`config.mk`:
```
export PLATFORM = sky130hd
export DESIGN_NAME = inta_sequencer_flat
export DESIGN_NICKNAME = d
export VERILOG_FILES = /design/src/rtl/pic_pkg.sv /design/src/rtl/inta_sequencer_if.sv /design/src/rtl/inta_pulse_timer.sv /design/src/rtl/inta_sequencer.sv /design/src/flat_wrapper.sv
export SDC_FILE = /design/constraint.sdc
export NUM_CORES = 1
export LEC_CHECK = 0
export ABC_AREA = 1
export BUFFER_PORTS_ARGS = -buffer_cell sky130_fd_sc_hd__buf_2
export CAP_MARGIN = 20
export CORE_MARGIN = 4
export CORE_UTILIZATION = 50
export DETAILED_ROUTE_END_ITERATION = 16
export PLACE_DENSITY = 0.77
export SYNTH_ARGS = -nofsm -noshare
export SYNTH_HDL_FRONTEND = slang
export SYNTH_SLANG_ARGS = --single-unit
```
`constraint.sdc`:
```
create_clock -name clk -period 1.4 [get_ports clk]
set_input_delay 0 -clock clk [delete_from_list [all_inputs] [get_ports clk]]
set_output_delay 0 -clock clk [all_outputs]
set_load 0.02 [all_outputs]
```
`src/rtl/pic_pkg.sv`:
```
// Shared types and defaults for the PIC acknowledge path.
package pic_pkg;

  localparam int VEC_W          = 8;
  localparam int TMR_W          = 4;
  localparam int NUM_PULSES_DEF = 2;
  localparam int PULSE_LOW_DEF  = 2;
  localparam int GAP_DEF        = 2;
  localparam int SETTLE_DEF     = 1;

  typedef enum logic [2:0] {
    ST_IDLE,
    ST_LOW,
    ST_HIGH,
    ST_SETTLE,
    ST_HOLD
  } inta_state_t;

endpackage

```
`src/rtl/inta_sequencer_if.sv`:
```
// Acknowledge bus between the INTA sequencer, the PIC and the CPU core.
interface inta_sequencer_if;
  import pic_pkg::*;

  logic             int_req;
  logic             int_en;
  logic [VEC_W-1:0] data_in;
  logic             inta_n;
  // vec/vec_valid form a valid/ready pair: once vec_valid rises, vec is held
  // stable and vec_valid stays high until a cycle with vec_valid && vec_ready.
  logic [VEC_W-1:0] vec;
  logic             vec_valid;
  logic             vec_ready;
  logic             busy;

  modport master (
    input  int_req, int_en, data_in, vec_ready,
    output inta_n, vec, vec_valid, busy
  );

  modport slave (
    output int_req, int_en, data_in, vec_ready,
    input  inta_n, vec, vec_valid, busy
  );

endinterface

```
`src/rtl/inta_pulse_timer.sv`:
```
// Loadable down-counter; expire_o is high in the final cycle of a loaded interval.
module inta_pulse_timer
  import pic_pkg::*;
(
  input  logic             clk,
  input  logic             rst_n,
  input  logic             load_i,
  input  logic [TMR_W-1:0] load_val_i,
  output logic             expire_o
);

  logic [TMR_W-1:0] count_q;

  always_ff @(posedge clk) begin
    if (!rst_n) begin
      count_q <= '0;
    end else if (load_i) begin
      count_q <= load_val_i;
    end else if (count_q != '0) begin
      count_q <= count_q - 1'b1;
    end
  end

  // A load of N therefore spans exactly N cycles before the next load.
  assign expire_o = (count_q == TMR_W'(1));

endmodule

```
`src/rtl/inta_sequencer.sv`:
```
// INTA pulse-train generator: acknowledges INT, samples the vector, hands it to the CPU.
module inta_sequencer
  import pic_pkg::*;
#(
  parameter int NUM_PULSES = NUM_PULSES_DEF,
  parameter int PULSE_LOW  = PULSE_LOW_DEF,
  parameter int GAP        = GAP_DEF,
  parameter int SETTLE     = SETTLE_DEF
) (
  input  logic                     clk,
  input  logic                     rst_n,
  inta_sequencer_if.master         bus,
  output inta_state_t              state_o
);

  inta_state_t      state_q;
  logic             req_q;
  logic [1:0]       pulse_cnt_q;
  logic             inta_n_q;
  logic [VEC_W-1:0] vec_q;
  logic             vec_valid_q;
  logic             busy_q;

  logic             tmr_load;
  logic [TMR_W-1:0] tmr_val;
  logic             tmr_expire;
  logic             last_pulse;

  assign last_pulse = (pulse_cnt_q + 2'd1) == 2'(NUM_PULSES);

  always_comb begin
    tmr_load = 1'b0;
    tmr_val  = '0;
    case (state_q)
      ST_IDLE: if (req_q) begin
        tmr_load = 1'b1;
        tmr_val  = TMR_W'(PULSE_LOW);
      end
      ST_LOW: if (tmr_expire) begin
        tmr_load = 1'b1;
        tmr_val  = last_pulse ? TMR_W'(SETTLE) : TMR_W'(GAP);
      end
      ST_HIGH: if (tmr_expire) begin
        tmr_load = 1'b1;
        tmr_val  = TMR_W'(PULSE_LOW);
      end
      default: ;
    endcase
  end

  inta_pulse_timer u_timer (
    .clk        (clk),
    .rst_n      (rst_n),
    .load_i     (tmr_load),
    .load_val_i (tmr_val),
    .expire_o   (tmr_expire)
  );

  // req_q is the sampling edge; the train starts one edge later.
  always_ff @(posedge clk) begin
    if (!rst_n) begin
      state_q     <= ST_IDLE;
      req_q       <= 1'b0;
      pulse_cnt_q <= 2'd0;
      inta_n_q    <= 1'b1;
      vec_q       <= '0;
      vec_valid_q <= 1'b0;
      busy_q      <= 1'b0;
    end else begin
      req_q <= bus.int_req && bus.int_en;
      case (state_q)
        ST_IDLE: if (req_q) begin
          state_q     <= ST_LOW;
          pulse_cnt_q <= 2'd0;
          inta_n_q    <= 1'b0;
          busy_q      <= 1'b1;
        end
        ST_LOW: if (tmr_expire) begin
          pulse_cnt_q <= pulse_cnt_q + 2'd1;
          inta_n_q    <= 1'b1;
          state_q     <= last_pulse ? ST_SETTLE : ST_HIGH;
        end
        ST_HIGH: if (tmr_expire) begin
          inta_n_q <= 1'b0;
          state_q  <= ST_LOW;
        end
        ST_SETTLE: if (tmr_expire) begin
          vec_q       <= bus.data_in;
          vec_valid_q <= 1'b1;
          state_q     <= ST_HOLD;
        end
        ST_HOLD: if (bus.vec_ready) begin
          vec_valid_q <= 1'b0;
          busy_q      <= 1'b0;
          state_q     <= ST_IDLE;
        end
        default: state_q <= ST_IDLE;
      endcase
    end
  end

  assign bus.inta_n    = inta_n_q;
  assign bus.vec       = vec_q;
  assign bus.vec_valid = vec_valid_q;
  assign bus.busy      = busy_q;
  assign state_o       = state_q;

endmodule

```
`src/flat_wrapper.sv`:
```
// flat-port wrapper written by rule: the top's interface ports become plain ports
module inta_sequencer_flat import pic_pkg::*;
#(
  parameter int NUM_PULSES = NUM_PULSES_DEF,
  parameter int PULSE_LOW  = PULSE_LOW_DEF,
  parameter int GAP        = GAP_DEF,
  parameter int SETTLE     = SETTLE_DEF
)
  (clk, rst_n, state_o, bus_int_req, bus_int_en, bus_data_in, bus_vec_ready, bus_inta_n, bus_vec, bus_vec_valid, bus_busy);
  inta_sequencer_if bus_i ();
  input  logic clk;
  input  logic rst_n;
  output inta_state_t state_o;
  input wire logic [$bits(bus_i.int_req)-1:0] bus_int_req;
  input wire logic [$bits(bus_i.int_en)-1:0] bus_int_en;
  input wire logic [$bits(bus_i.data_in)-1:0] bus_data_in;
  input wire logic [$bits(bus_i.vec_ready)-1:0] bus_vec_ready;
  output wire logic [$bits(bus_i.inta_n)-1:0] bus_inta_n;
  output wire logic [$bits(bus_i.vec)-1:0] bus_vec;
  output wire logic [$bits(bus_i.vec_valid)-1:0] bus_vec_valid;
  output wire logic [$bits(bus_i.busy)-1:0] bus_busy;
  assign bus_i.int_req = bus_int_req;
  assign bus_i.int_en = bus_int_en;
  assign bus_i.data_in = bus_data_in;
  assign bus_i.vec_ready = bus_vec_ready;
  assign bus_inta_n = bus_i.inta_n;
  assign bus_vec = bus_i.vec;
  assign bus_vec_valid = bus_i.vec_valid;
  assign bus_busy = bus_i.busy;
  inta_sequencer #(.NUM_PULSES(NUM_PULSES), .PULSE_LOW(PULSE_LOW), .GAP(GAP), .SETTLE(SETTLE)) u_core (.clk(clk), .rst_n(rst_n), .bus(bus_i), .state_o(state_o));
endmodule
```
==> metrics.md <==
| Metric | Value |
|---|---|
| Status | `finished clean` |
| Final Max Tran Viols | `0` |
| Vias per cell | `4.94` |
| M1 GR Usage | `21.3%` |
| Critical-path top delay cell | `dfxtp_1` |
| WP data required | `1.64 ns` |
| Placed cell area | `1180 um^2` |
| Power Internal | `1.19 mW` |
| Gp weighted congestion | `0.825` |
| WL per Instance | `11.8 um` |
| Psw | `850 uW` |
| Maximum vdd drop | `0.000899 V` |
| Data arrival time of the critical path | `1.53 ns` |
| Clk sinks | `21` |
| Die area | `2780 um^2` |
| Power Density | `1520 nW/um^2` |
| Power Total | `2.04 mW` |
| Post-CTS setup buffers | `0` |
| Clk root buf | `clkbuf_4` |
| Ys Warns | `0` |
| Rel. slew slack | `76.7%` |
| Cell variety after synth | `24` |
| Fin nets | `198` |
| CTS Buf Count | `3` |
| Hpwl dp | `1730 um` |
| Antenna Cells | `0` |
| Port buffer count | `26` |
| Main area contributors after synthesis | `dfxtp_1, nor2_1, nand2_1, o21ai_0, inv_1` |
| Row cnt | `15` |
| Max Freq | `0.774 GHz` |
| DR vias | `1,012` |
| Final WL | `2410 um` |
| Setup repair after global routing missed its margin | `false` |
| Fillers | `147` |
| Starting Density | `55.6%` |
| Die X | `52.7 um` |
| Mapped Area | `1000 um^2` |
| Flops & latches, synth | `21` |
| Avg Inst Size Synth | `7.31 um^2` |
| Placed cells | `190` |
| Non-Filler Instances | `205` |
| Layout area overhead | `34.1%` |
| Clk pwr share | `14.0%` |
| Gr busiest metal | `met2` |
| Worst Hold Class | `primary input to flip-flop` |
| Num ports | `27` |
| Switching part of the total | `41.6%` |
| Critical path startpoint category | `flip-flop` |
| Crit Path Max Fanout | `6` |
| Post-synthesis net count | `154` |
| Post-route clock period utilization | `92.2%` |
| CTS tree | `done` |
| Max-cap violations | `0` |
| Leak | `0.669 nW` |
| Final Cell Area | `1340 um^2` |
| Comb pwr share | `47.5%` |
| Initial antenna violation count | `0` |
| CP peak stage delay | `0.33 ns` |
| Total track usage | `19.6%` |
| Flop pwr share | `38.5%` |
| Setup crit end kind | `flip-flop` |
| Pin count of the biggest net entering global routing | `16` |
| Clock Latency Late Sink | `0.30 ns` |
| Critical path type | `flip-flop to flip-flop` |
| Worst-path cell chain | `inv_2 -> ha_2 -> nand3_4 -> nor2_4 -> buf_4 -> o21ai_0 -> nor2_1` |
| Clock skew | `0.00245 ns` |
| Die Ht | `52.7 um` |
| Seq/Total Area, Yosys | `42.0%` |
| H-tree level count | `1` |
| Drt initial violations | `17` |
| GR Layer Usage met2 | `37.0%` |
| Total core area | `1800 um^2` |
| Hold Fails Final Rpt | `0` |
| Post-synth top area cell | `dfxtp_1` |
| Number of global-route vias before repair | `1,019` |
| Share of cells above drive strength 1 | `28.9%` |
| Slew @ Worst Pin | `0.345 ns` |
| Clk slew on worst S/H paths | `0.11 ns` |
| Clk buf depth | `2` |
| Top cell type's share of synthesized area | `42.0%` |
| Tmin final | `1.29 ns` |
| First-pass GRT wire length | `4060 um` |
| GR Overflow Total | `0` |
| Post-Syn Instances | `137` |
| DRT Pass-1 Iters | `5` |
| Post-route DRC | `0` |
| Final setup fails | `0` |
| TNS Setup | `0 ns` |
| GR Util met3 | `4.27%` |
| Final Hold Slack | `0.0212 ns` |
| Post-DRT Antenna Nets | `0` |
[Yosys cell counts]
cell and count:
a21oi_1 6, a31oi_1 1, clkbuf_1 1, dfxtp_1 21, ha_1 4, inv_1 15, inv_2 4, nand2_1 17
nand2_2 1, nand2_4 2, nand3_1 9, nand3_2 2, nand3b_1 1, nand4_1 1, nor2_1 30, nor2_2 2
nor2_4 1, nor3_1 1, nor3_2 1, o211ai_1 2, o21ai_0 12, o21ai_1 1, o21bai_1 1, xnor2_1 1
[metrics by stage]
stage | utilization (%) | setup slack, ns
finish | 74.5 | 0.109
global route | 74.5 | 0.00119
CTS | 73.4 | 0.0287
detailed placement | 65.6 | -0.0102
global placement | 65.6 | 0.0718
floorplan | - | 0.129
[worst max-delay path: cells and delay by family, from the launching register on]
kind,cells,cell delay (ns)
adder cells (fa/ha/maj),1,0.20
AND/OR/NAND/NOR,3,0.36
buffers and inverters,2,0.25
flip-flops,1,0.33
AO/OA/AOI/OAI,1,0.09
[routing by layer]
layer | vias to the layer above | routed length (um)
met5 | - | 0
met4 | 0 | 36
met3 | 6 | 92
met2 | 19 | 1260
met1 | 463 | 1020
li1 | 524 | -
[cells in the final DEF, fill, tap and decap left out, types with 2 or more instances in the layout]
cell and instances:
buf_4 3, dfxtp_1 19, dlygate4sd3_1 11, clkbuf_4 3, nand2_4 2, ha_1 3, o21ai_0 12, nand3_1 8
a21oi_1 6, buf_2 26, nor2_1 30, dfxtp_2 2, nor2_2 2, nand3_4 2, o211ai_1 2, nand2_1 17
inv_1 12, inv_2 7
[state kept, by name, summed over array words and instances, names as in the netlist]
| signal | cells |
|---|---|
| u_core.bus.busy | 1 |
| u_core.pulse_cnt_q | 2 |
| u_core.bus.vec | 8 |
| u_core.u_timer.count_q | 4 |
| u_core.bus.inta_n | 1 |
| u_core.bus.vec_valid | 1 |
| u_core.req_q | 1 |
| u_core.state_o | 3 |
[logic make-up after synthesis]
family,Yosys count,synth area share [%]
simple gates,68,32.3
compound gates,23,12.4
flops,21,42.0
buf+inv,20,7.50
fa+ha+maj,4,5.00
xor+xnor,1,0.875
[power by group through the flow]
stage               Clock [mW]  Sequential (mW)  Combinational [mW]
floorplan                    0            0.813               0.663
global placement             0            0.784               0.866
detailed placement           0            0.792               0.898
CTS                      0.309            0.778               0.937
global route             0.328            0.797                1.10
finish                   0.286            0.787               0.969
[path summary, 6_finish.rpt]
path / from / end / slack [ns] / cells past startpoint
max: u_core.u_timer.count_q[1] / u_core.bus.vec[1] / 0.11 / 7
min: rst_n / u_core.bus.inta_n / 0.02 / 2
max reg2reg: u_core.u_timer.count_q[1] / u_core.bus.vec[1] / 0.11 / 7
min reg2reg: u_core.bus.busy / u_core.bus.busy / 0.47 / 2
[repair_timing]
item / in CTS / in global routing
resized for setup: 1 / 8
pin swaps: 0 / 2
hold buffers: 11 / 0
endpoints found under the hold margin: 10 / 0
endpoints found under the setup margin: 5 / 9
[area by class of cell]
cell class / instances / area [um^2] / share of cell area, %
sequential: 21 / 423 / 31.5
inverter: 19 / 71.3 / 5.31
multi-input combinational: 96 / 528 / 39.3
clock buffer: 4 / 26.3 / 1.96
tap: 25 / 31.3 / 2.33
timing repair buffer: 40 / 263 / 19.6
No activity file was read; power rests on OpenSTA's default activity.
